`config.mk`:
```
export PLATFORM = sky130hd
export DESIGN_NAME = vde_streamer
export DESIGN_NICKNAME = d
export VERILOG_FILES = /design/src/rtl/vde_streamer.sv
export SDC_FILE = /design/constraint.sdc
export NUM_CORES = 1
export LEC_CHECK = 0
export BUFFER_PORTS_ARGS = -buffer_cell sky130_fd_sc_hd__buf_4
export CAP_MARGIN = 20
export CORE_AREA = 2 2 315 254
export CTS_BUF_LIST = sky130_fd_sc_hd__clkbuf_16
export CTS_CLUSTER_DIAMETER = 200
export DETAILED_ROUTE_END_ITERATION = 7
export DIE_AREA = 0 0 317 256
export HOLD_SLACK_MARGIN = 0.06
export PLACE_DENSITY = 0.43
export SYNTH_ARGS = -nofsm -noshare
export SYNTH_HDL_FRONTEND = slang
export SYNTH_SLANG_ARGS = --single-unit
```
`constraint.sdc`:
```
create_clock -name clk_i -period 4.91 [get_ports clk_i]
set_clock_uncertainty 0.15 [all_clocks]
set_input_delay 0.2455 -clock clk_i [delete_from_list [all_inputs] [get_ports clk_i]]
set_output_delay 0.2455 -clock clk_i [all_outputs]
set_load 0.005 [all_outputs]
```
`src/rtl/vde_streamer.sv`:
```
// vde_streamer
// Video data engine on the shared memory bus. The CPU pushes RGB888 pixels
// into a FIFO or arms solid-colour fills, and the engine streams them to the
// display back-end over a valid/ready handshake. It also reports the display
// frame index and a sticky frame-change flag for render pacing.
//
// Ports:
//   clk_i, rstn_i        system clock, asynchronous active-low reset
//   enable_i, wstrb_i    bus strobe (region already decoded), byte write strobes
//   addr_i               current address, addr_i[4:2] selects the write target
//   addr_prev_i          previous-cycle address, addr_prev_i[4:2] selects rvalue_o
//   wvalue_i, rvalue_o   write data, combinational read data
//   pixel_valid_o/ready  output pixel handshake, pixel_data_o is RGB888
//   frame_idx_i          display frame index, synchronous to clk_i
module vde_streamer #(
  parameter int FIFO_DEPTH = 16
) (
  input  logic        clk_i,
  input  logic        rstn_i,
  input  logic        enable_i,
  input  logic [3:0]  wstrb_i,
  input  logic [31:0] addr_i,
  input  logic [31:0] addr_prev_i,
  input  logic [31:0] wvalue_i,
  output logic [31:0] rvalue_o,
  input  logic        pixel_ready_i,
  output logic        pixel_valid_o,
  output logic [23:0] pixel_data_o,
  input  logic        frame_idx_i
);

  localparam int AW = (FIFO_DEPTH > 1) ? $clog2(FIFO_DEPTH) : 1;
  localparam int CW = AW + 1;

  typedef enum logic [1:0] {S_IDLE, S_FIFO, S_FILL} state_t;

  state_t        state, state_next;
  logic [23:0]   mem [FIFO_DEPTH];
  logic [AW-1:0] wr_ptr, rd_ptr;
  logic [CW-1:0] fifo_count;
  logic [23:0]   fill_color;
  logic [19:0]   fill_remain;
  logic          ovf, frame_chg, frame_prev;

  logic          wr_en, push_req, push, pop, fill_load, load_en;
  logic          fifo_full, fifo_empty, fill_busy, fill_last;
  logic          src_valid;
  logic [23:0]   src_data;
  logic [2:0]    wsel;
  logic [4:0]    count_field;
  logic [31:0]   status_word;
  logic          unused_bits;

  assign wr_en      = enable_i && (wstrb_i != 4'd0);
  assign wsel       = addr_i[4:2];
  assign push_req   = wr_en && (wsel == 3'd0);
  assign fifo_full  = (fifo_count == CW'(FIFO_DEPTH));
  assign fifo_empty = (fifo_count == '0);
  // A full FIFO drops the push even if a pop frees a slot this same cycle.
  assign push       = push_req && !fifo_full;
  // Remaining count doubles as the armed/active flag: nonzero means busy.
  assign fill_busy  = (fill_remain != 20'd0);
  assign fill_last  = fill_load && (fill_remain == 20'd1);
  assign load_en    = !pixel_valid_o || pixel_ready_i;

  assign unused_bits = ^{addr_i[31:5], addr_i[1:0], addr_prev_i[31:5],
                         addr_prev_i[1:0], wvalue_i[31:24], wstrb_i[3]};

  // FIFO storage has no reset; only pointers and count define its contents.
  always_ff @(posedge clk_i) begin
    if (push) mem[wr_ptr] <= wvalue_i[23:0];
  end

  // FIFO pointers and occupancy.
  always_ff @(posedge clk_i or negedge rstn_i) begin
    if (!rstn_i) begin
      wr_ptr     <= '0;
      rd_ptr     <= '0;
      fifo_count <= '0;
    end else begin
      if (push) wr_ptr <= wr_ptr + 1'b1;
      if (pop)  rd_ptr <= rd_ptr + 1'b1;
      fifo_count <= fifo_count + CW'(push) - CW'(pop);
    end
  end

  // Fill colour (per-byte writes) and fill pixel countdown.
  always_ff @(posedge clk_i or negedge rstn_i) begin
    if (!rstn_i) begin
      fill_color  <= '0;
      fill_remain <= '0;
    end else begin
      if (wr_en && wsel == 3'd1) begin
        for (int b = 0; b < 3; b++) begin
          if (wstrb_i[b]) fill_color[8*b +: 8] <= wvalue_i[8*b +: 8];
        end
      end
      if (fill_load) begin
        fill_remain <= fill_remain - 20'd1;
      end else if (wr_en && wsel == 3'd2 && !fill_busy) begin
        fill_remain <= wvalue_i[19:0];
      end
    end
  end

  // Sticky flags: a set in the same cycle as a W1C clear wins.
  always_ff @(posedge clk_i or negedge rstn_i) begin
    if (!rstn_i) begin
      ovf        <= 1'b0;
      frame_chg  <= 1'b0;
      frame_prev <= 1'b0;
    end else begin
      frame_prev <= frame_idx_i;
      if (push_req && fifo_full)
        ovf <= 1'b1;
      else if (wr_en && wsel == 3'd3 && wstrb_i[0] && wvalue_i[3])
        ovf <= 1'b0;
      if (frame_idx_i != frame_prev)
        frame_chg <= 1'b1;
      else if (wr_en && wsel == 3'd3 && wstrb_i[1] && wvalue_i[10])
        frame_chg <= 1'b0;
    end
  end

  // Source FSM: state register.
  always_ff @(posedge clk_i or negedge rstn_i) begin
    if (!rstn_i) state <= S_IDLE;
    else         state <= state_next;
  end

  // Source FSM: next state. IDLE checks the FIFO first so it always drains
  // before an armed fill starts.
  always_comb begin
    state_next = state;
    case (state)
      S_IDLE: begin
        if (!fifo_empty)    state_next = S_FIFO;
        else if (fill_busy) state_next = fill_last ? S_IDLE : S_FILL;
      end
      S_FIFO: begin
        if (fifo_empty) state_next = S_IDLE;
      end
      S_FILL: begin
        if (!fill_busy || fill_last) state_next = S_IDLE;
      end
      default: state_next = S_IDLE;
    endcase
  end

  // Source FSM: outputs. IDLE already offers data so a push reaches the
  // output register without an extra state-change cycle.
  always_comb begin
    src_valid = 1'b0;
    src_data  = mem[rd_ptr];
    pop       = 1'b0;
    fill_load = 1'b0;
    case (state)
      S_IDLE: begin
        if (!fifo_empty) begin
          src_valid = 1'b1;
          pop       = load_en;
        end else if (fill_busy) begin
          src_valid = 1'b1;
          src_data  = fill_color;
          fill_load = load_en;
        end
      end
      S_FIFO: begin
        if (!fifo_empty) begin
          src_valid = 1'b1;
          pop       = load_en;
        end
      end
      S_FILL: begin
        if (fill_busy) begin
          src_valid = 1'b1;
          src_data  = fill_color;
          fill_load = load_en;
        end
      end
      default: ;
    endcase
  end

  // Output register; data is held whenever the sink stalls a valid pixel.
  always_ff @(posedge clk_i or negedge rstn_i) begin
    if (!rstn_i) begin
      pixel_valid_o <= 1'b0;
      pixel_data_o  <= '0;
    end else if (load_en) begin
      pixel_valid_o <= src_valid;
      if (src_valid) pixel_data_o <= src_data;
    end
  end

  assign count_field = 5'(fifo_count);
  assign status_word = {21'd0, frame_chg, frame_idx_i, count_field,
                        ovf, fill_busy, fifo_full, fifo_empty};

  // Read mux keyed by the previous-cycle address, showing live contents.
  always_comb begin
    rvalue_o = 32'd0;
    case (addr_prev_i[4:2])
      3'd1:    rvalue_o = {8'd0, fill_color};
      3'd3:    rvalue_o = status_word;
      3'd4:    rvalue_o = {12'd0, fill_remain};
      default: rvalue_o = 32'd0;
    endcase
  end

endmodule
```
==> summary.md, run 1 <==
| Metric | Value |
|---|---|
| Gr ovfl total | 0 |
| Power share of the clock group | 28.8% |
| Crit path top cell by count | buf_4 |
| Final estimated routing congestion in global placement | 0.781 |
| Post-synth cell types | 62 |
| Initial antenna violation count | 3 |
| Crit start category | input pin |
| Worst skew pair latency | 0.57 ns |
| WL/cell | 23.4 um |
| Internal power | 0.00804 W |
| DRT iter0 DRCs | 916 |
| Total power | 0.0119 W |
| CP top delay family | simple AND/OR/NAND/NOR gates |
| Syn_area_per_cell | 17.1 um2 |
| Syn. warnings | 0 |
| Die width | 317 um |
| Total CTS buffers | 48 |
| DRT Wirelength | 55.2 mm |
| Period utilisation layout | 71.5% |
| Post-synthesis cell count | 1134 |
| Die height | 256 um |
| Final Util | 29.6% |
| FF+latch count, synth | 471 |
| Peak supply drop | 0.277 mV |
| RSZ-0062 raised after global routing | false |
| HPWL after DPL | 33.1 mm |
| PostCTS Resize Cnt | 0 |
| CP Cell Sequence | dlygate4sd3_1 > buf_4 > nor4_1 > nor4b_2 > nor3b_2 > nand2_1 > nor2_4 > buf_4 |
| Worst rel slew slack | 31.9% |
| Slew Viols, Final | 0 |
| CP max FO | 13 |
| Initial core utilization | 24.8% |
| Largest stage delay, worst path | 0.73 ns |
| Pre-CTS setup slack | 1.36 ns |
| Worst Path Class, Setup | input pin to flop |
| Setup_tns | 0 ns |
| Status | completed |
| Worst Max-Slew Pin Slew | 1.02 ns |
| I/O Buffers | 87 |
| Worst path bufs/invs | 3 |
| Share of layout cells above drive strength 1 | 28.7% |
| Global-route wire length before repair | 80.7 mm |
| Netlist area before placement | 0.0194 mm2 |
| Crit end category | flop |
| Total GRT Usage | 13.7% |
| Most frequent cells in the layout | edfxtp_1, buf_4, dfrtp_1 |
| Area Overhead vs Synth | 19.7% |
| Die ar. | 0.0812 mm2 |
| H-tree levels | 2 |
| Fmax | 285 MHz |
| Net Sw Power | 0.00383 W |
| Final WS setup | 1.40 ns |
| DR DRC count | 0 |
| Maximum number of pins on one net before global-route repair | 66 |
| Hold Slack | 0.109 ns |
| Average via count per standard cell | 4.60 |
| CP max stage cell | nor3b_2 |
| Max Cap Viol | 0 |
| # setup viols final | 0 |
| Vias in the first global route | 11300 |
| Worst path required time | 5.01 ns |
| Via count | 10800 |
| Switch share | 32.3% |
| First-pass DRT Iterations | 5 |
| CTS Sinks | 471 |
| Antenna Nets Post-Route | 0 |
| Fin. Hold Viols | 0 |
| Worst hold path type | input pin to flop |
| Core Rows | 92 |
| Commonest non-fill, non-tap cell in the layout | edfxtp_1 |
| Core area | 0.0782 mm2 |
| IO Pins | 162 |
| LEAKAGE | 7.72 nW |
| Arrival time at the worst endpoint | 3.61 ns |
| Flop pwr share | 43.9% |
| Post-synth top flop | edfxtp_1 |
| Crit path time final | 3.51 ns |
| Ys async rst share | 18.5% |
| Clk root buf | clkbuf_16 |
| P per Cell Area | 512 mW/mm2 |
| Clock-pin slew of the registers on the worst-case setup and hold paths | 0.06 ns |
| Sequential fraction of the synthesis area | 70.8% |
| Nets@finish | 1400 |
| Comb power frac | 27.3% |
| CTS tree | yes |
| Maximum clock path buffer count | 3 |
| Number of flops mapped to enable cells by yosys | 384 |
==> flip-flops by register name, summed over array words and instances, names as in the netlist <==
signal	flops
mem	384
fill_color	24
pixel_data_o	24
fill_remain	20
count_field	5
rd_ptr	4
wr_ptr	4
state	2
frame_chg	1
frame_prev	1
ovf	1
pixel_valid_o	1
==> layout make-up <==
cell class                      instances  area, um2
Clock buffer                           49       1230
Tap cell                             1034       1290
Multi-Input combinational cell        583       5360
Inverter                               16       60.1
Clock inverter                         40        211
Antenna cell                            2       5.00
Fill cell                            7736      55000
Timing Repair Buffer                  161       1290
Sequential cell                       471      13700
==> worst paths after layout <==
check                                    startpoint                           end  slack (ns)  depth (start not counted)
setup / recovery                         wstrb_i[1]          mem[5][10]$_DFFE_PP_        1.40                          8
hold / removal                            addr_i[3]         wr_ptr[0]$_DFFE_PN0P_        0.11                          4
setup reg to reg           count_field[2]$_DFF_PN0_          mem[5][10]$_DFFE_PP_        1.41                          8
hold reg to reg                frame_prev$_DFF_PN0_         frame_chg$_DFFE_PN0P_        0.34                          2
max in group asynchronous                    rstn_i         rd_ptr[1]$_DFFE_PN0P_        3.46                          3
min in group asynchronous                    rstn_i  pixel_data_o[17]$_DFFE_PN0P_        0.21                          2
==> cell usage after synthesis (2+ instances only) <==
master,instances,area share [%]
a211o_1,2,0.091
a211oi_1,49,1.9
a21oi_1,8,0.21
a22o_1,2,0.091
a22oi_1,11,0.43
a31oi_1,2,0.065
and3_1,2,0.065
and4_1,2,0.091
buf_1,4,0.078
buf_2,20,0.52
buf_4,9,0.35
buf_6,5,0.29
clkbuf_1,33,0.64
dfrtp_1,87,11
edfxtp_1,384,60
ha_1,13,0.84
inv_1,16,0.31
mux2_2,71,4.1
mux2i_1,15,0.78
mux4_2,72,8.4
nand2_1,38,0.74
nand2b_1,7,0.23
nand3_1,13,0.34
nand4_1,3,0.097
nor2_1,63,1.2
nor2b_1,25,0.81
nor3_1,40,1.0
nor3_2,3,0.16
nor3b_1,5,0.19
nor3b_2,2,0.13
nor4_1,5,0.16
nor4_2,3,0.19
nor4_4,3,0.33
o211ai_1,2,0.078
o21ai_0,19,0.49
o21ai_1,2,0.052
o22ai_1,52,1.7
o31ai_1,2,0.078
or2_2,2,0.065
or3_1,3,0.097
or4_1,3,0.12
xnor2_1,10,0.45
xor2_1,3,0.14
==> power groups by stage <==
stage,clock (W),sequential (W),combinational (W)
6_report,0.00341,0.00521,0.00324
5_1_grt,0.00367,0.00528,0.00355
4_1_cts,0.00353,0.00522,0.00332
3_5_place_dp,0,0.00530,0.00328
3_3_place_gp,0,0.00530,0.00327
2_1_floorplan,0,0.00492,0.00237
==> cells by family (layout without fill, tap and decap cells) <==
group           after synthesis  in the layout  synth area share (%)
flops                       471            471                  70.8
simple gates                229            229                  6.54
compound gates              161            161                  5.63
mux                         158            158                  13.3
buf+inv                      87            266                  2.18
fa+ha+maj                    14             14                 0.944
xor+xnor                     13             13                 0.588
other cells                   1             10                0.0194
==> layer usage <==
layer  track usage, %  up-vias  routed length [um]
met5                0        -                   0
met1             20.6     5703               27400
li1                 -     4824                   -
met4             3.41        0                1320
met3             1.99       74                2040
met2             20.4      230               24400
==> what timing repair did <==
item	CTS	global route
buffers inserted	0	0
hold buffers	31	0
setup endpoints to repair	0	0
endpoints found under the hold margin	497	0
==> stage by stage <==
step	instances	area [um2]
after floorplan	1141	19400
after global placement	2232	21400
after detailed placement	2232	21400
after CTS	2352	23100
after global routing	2356	23200
final	2356	23200
==> worst register-to-register path, cell delays in order (launching register included) <==
cell and delay (ns):
dfrtp_1 0.38, inv_1 0.08, ha_1 0.23, nand2_1 0.08
nor3_1 0.11, nor3b_2 0.67, nand2_1 0.41, nor2_4 0.66
buf_4 0.40
(Power assumes the default switching activity.)
==> run 2: changes to the inputs <==
==> constraint.sdc (replaced) <==
create_clock -name clk_i -period 3.5 [get_ports clk_i]
set_clock_uncertainty 0.15 [all_clocks]
set_input_delay 0.175 -clock clk_i [delete_from_list [all_inputs] [get_ports clk_i]]
set_output_delay 0.175 -clock clk_i [all_outputs]
set_load 0.005 [all_outputs]
==> run 2 against run 1 <==
Net effect: cell count up 0.64%; register-to-register slack worse by 1.1 ns; design area up 1.6%; combinational power up 50%.
==> summary.md, run 2 (same netlist as run 1, synthesis figures left out) <==
| Metric | Value |
|---|---|
| Placed cell area | 0.0217 mm2 |
| Area Overhead vs Synth | 21.6% |
| Fmax | 318 MHz |
| Core area | 0.0782 mm2 |
| Nets@finish | 1416 |
| Average via count per standard cell | 4.58 |
| Placed Cells | 2248 |
| First-pass DRT Iterations | 5 |
| Worst Path Class, Setup | flop to flop |
| # setup viols final | 0 |
| Share of layout cells above drive strength 1 | 29.4% |
| Crit start category | flop |
| Crit path time final | 3.14 ns |
| Comb power frac | 28.3% |
| Gr ovfl total | 0 |
| CP Cell Sequence | inv_1 > ha_1 > nor4b_4 > nor2_1 > nand2_1 > inv_1 > ha_1 > inv_1 > ha_1 > inv_1 > fa_1 > inv_1 > a21oi_1 > nor2_1 > nor2_1 > xnor2_1 |
| Via count | 10900 |
| Crit end category | flop |
| Reg2Reg Capture Point | count_field[4]$_DFF_PN0_ |
| WL/cell | 23.1 um |
| CP max FO | 6 |
| Worst hold path type | input pin to asynchronous set/reset pin |
| Worst path required time | 3.80 ns |
| CTS Sinks | 471 |
| Clk root buf | clkbuf_16 |
| H-tree levels | 2 |
| CTS tree | yes |
| Most frequent cells in the layout | edfxtp_1, buf_4, dfrtp_1 |
| Commonest non-fill, non-tap cell in the layout | edfxtp_1 |
| Post-Layout Cell Count | 2371 |
| Clock-pin slew of the registers on the worst-case setup and hold paths | 0.06 ns |
| Biggest register | mem |
| Final instance area | 0.0235 mm2 |
| Die height | 256 um |
| Vias in the first global route | 11300 |
| Maximum number of pins on one net before global-route repair | 55 |
| Layout fillers | 7681 |
| Final Util | 30.1% |
| Maximum clock path buffer count | 3 |
| CP max stage cell | fa_1 |
| Total CTS buffers | 48 |
| CP top delay family | adder cells |
| Antenna Nets Post-Route | 0 |
| Worst reg-to-reg setup slack | 0.36 ns |
| Power share of the clock group | 29.2% |
| Switch share | 31.9% |
| Arrival time at the worst endpoint | 3.44 ns |
| DRT Wirelength | 54.8 mm |
| Peak supply drop | 0.356 mV |
| Worst skew pair latency | 0.57 ns |
| IO Pins | 162 |
| HPWL after DPL | 34.3 mm |
| Max Cap Viol | 0 |
| P per Cell Area | 726 mW/mm2 |
| Initial antenna violation count | 0 |
| Crit path top cell by count | inv_1 |
| Worst Max-Slew Pin Slew | 0.951 ns |
| Global-route wire length before repair | 80.1 mm |
| Fin. Hold Viols | 0 |
| Largest stage delay, worst path | 0.42 ns |
| Flop pwr share | 42.5% |
| Initial core utilization | 24.8% |
| I/O Buffers | 87 |
| Die width | 317 um |
| Slew Viols, Final | 0 |
| Total GRT Usage | 13.5% |
| Final estimated routing congestion in global placement | 0.775 |
| DRT iter0 DRCs | 831 |
| LEAKAGE | 7.88 nW |
| Reg2Reg Depth | 16 |
| Period utilisation layout | 89.7% |
| DR DRC count | 0 |
| Core Rows | 92 |
| Die ar. | 0.0812 mm2 |
| Largest register FFs | 384 |
| Setup_tns | 0 ns |
| Antenna Cells | 0 |
| Top flop regs | mem x384, fill_color x24, pixel_data_o x24 |
| RSZ-0062 raised after global routing | false |
| Worst rel slew slack | 36.5% |
| Internal power | 0.0116 W |
| Net Sw Power | 0.00546 W |
| Worst path bufs/invs | 5 |
| Critical R2R Launch | count_field[2]$_DFF_PN0_ |
| Status | completed |
-- run 2: cell count changes in the layout (fill, tap and decap cells not counted), sizes merged --
cell         change
diode            -2
bufinv           +3
clkinvlp         +1
dlygate4sd3      +2
clkinv           -5
inv              +2
buf             +14
-- run 2: cell type report --
cell class / instances / area, um2 / area share (%)
clock inverter: 41 / 284 / 1.21
inverter: 16 / 60.1 / 0.255
tap: 1034 / 1290 / 5.49
sequential: 471 / 13700 / 58.3
clock buffer: 49 / 1230 / 5.21
multi-input combinational: 583 / 5390 / 22.9
timing repair buffer: 177 / 1570 / 6.68
-- run 2: how the worst max path moves through the flow --
stage | startpoint | slack, ns | endpoint | cells past startpoint
2_1_floorplan | count_field[2]$_DFF_PN0_ | 0.53 | mem[7][0]$_DFFE_PP_ | 7
3_3_place_gp | count_field[3]$_DFF_PN0_ | 0.40 | count_field[4]$_DFF_PN0_ | 16
3_5_place_dp | count_field[2]$_DFF_PN0_ | 0.37 | count_field[4]$_DFF_PN0_ | 16
4_1_cts | count_field[2]$_DFF_PN0_ | 0.37 | count_field[4]$_DFF_PN0_ | 16
5_1_grt | count_field[3]$_DFF_PN0_ | 0.13 | count_field[4]$_DFF_PN0_ | 16
6_report | count_field[2]$_DFF_PN0_ | 0.36 | count_field[4]$_DFF_PN0_ | 16
-- run 2: power by group through the flow --
stage / registers (W) / clock network (W) / logic (W)
4_1_cts: 0.00727 / 0.00514 / 0.00493
5_1_grt: 0.00735 / 0.00537 / 0.00529
6_report: 0.00726 / 0.00500 / 0.00485
3_3_place_gp: 0.00737 / 0 / 0.00485
3_5_place_dp: 0.00738 / 0 / 0.00488
2_1_floorplan: 0.00690 / 0 / 0.00333
-- run 2: per-layer routing --
layer | part of all wire (%) | vias to the layer above | track usage [%]
li1 | - | 4828 | -
met4 | 1.2 | 0 | 2.16
met1 | 50 | 5752 | 20.3
met2 | 45 | 213 | 20.7
met5 | 0 | - | 0
met3 | 4.1 | 59 | 2.13
-- run 2: what timing repair did --
action                                 CTS  global route
endpoints found under the hold margin  486             0
hold buffers                            33             0
gates resized for setup                  0             0
buffers inserted                         0             0
-- run 2: through the flow --
stage | hold WS [ns] | power [W] | setup WS (ns)
final | 0.105 | 0.0171 | 0.360
after global routing | 0.122 | 0.0180 | 0.127
after CTS | 0.0934 | 0.0173 | 0.371
after detailed placement | 0.162 | 0.0123 | 0.372
after global placement | 0.164 | 0.0122 | 0.397
after floorplan | -0.271 | 0.0102 | 0.534
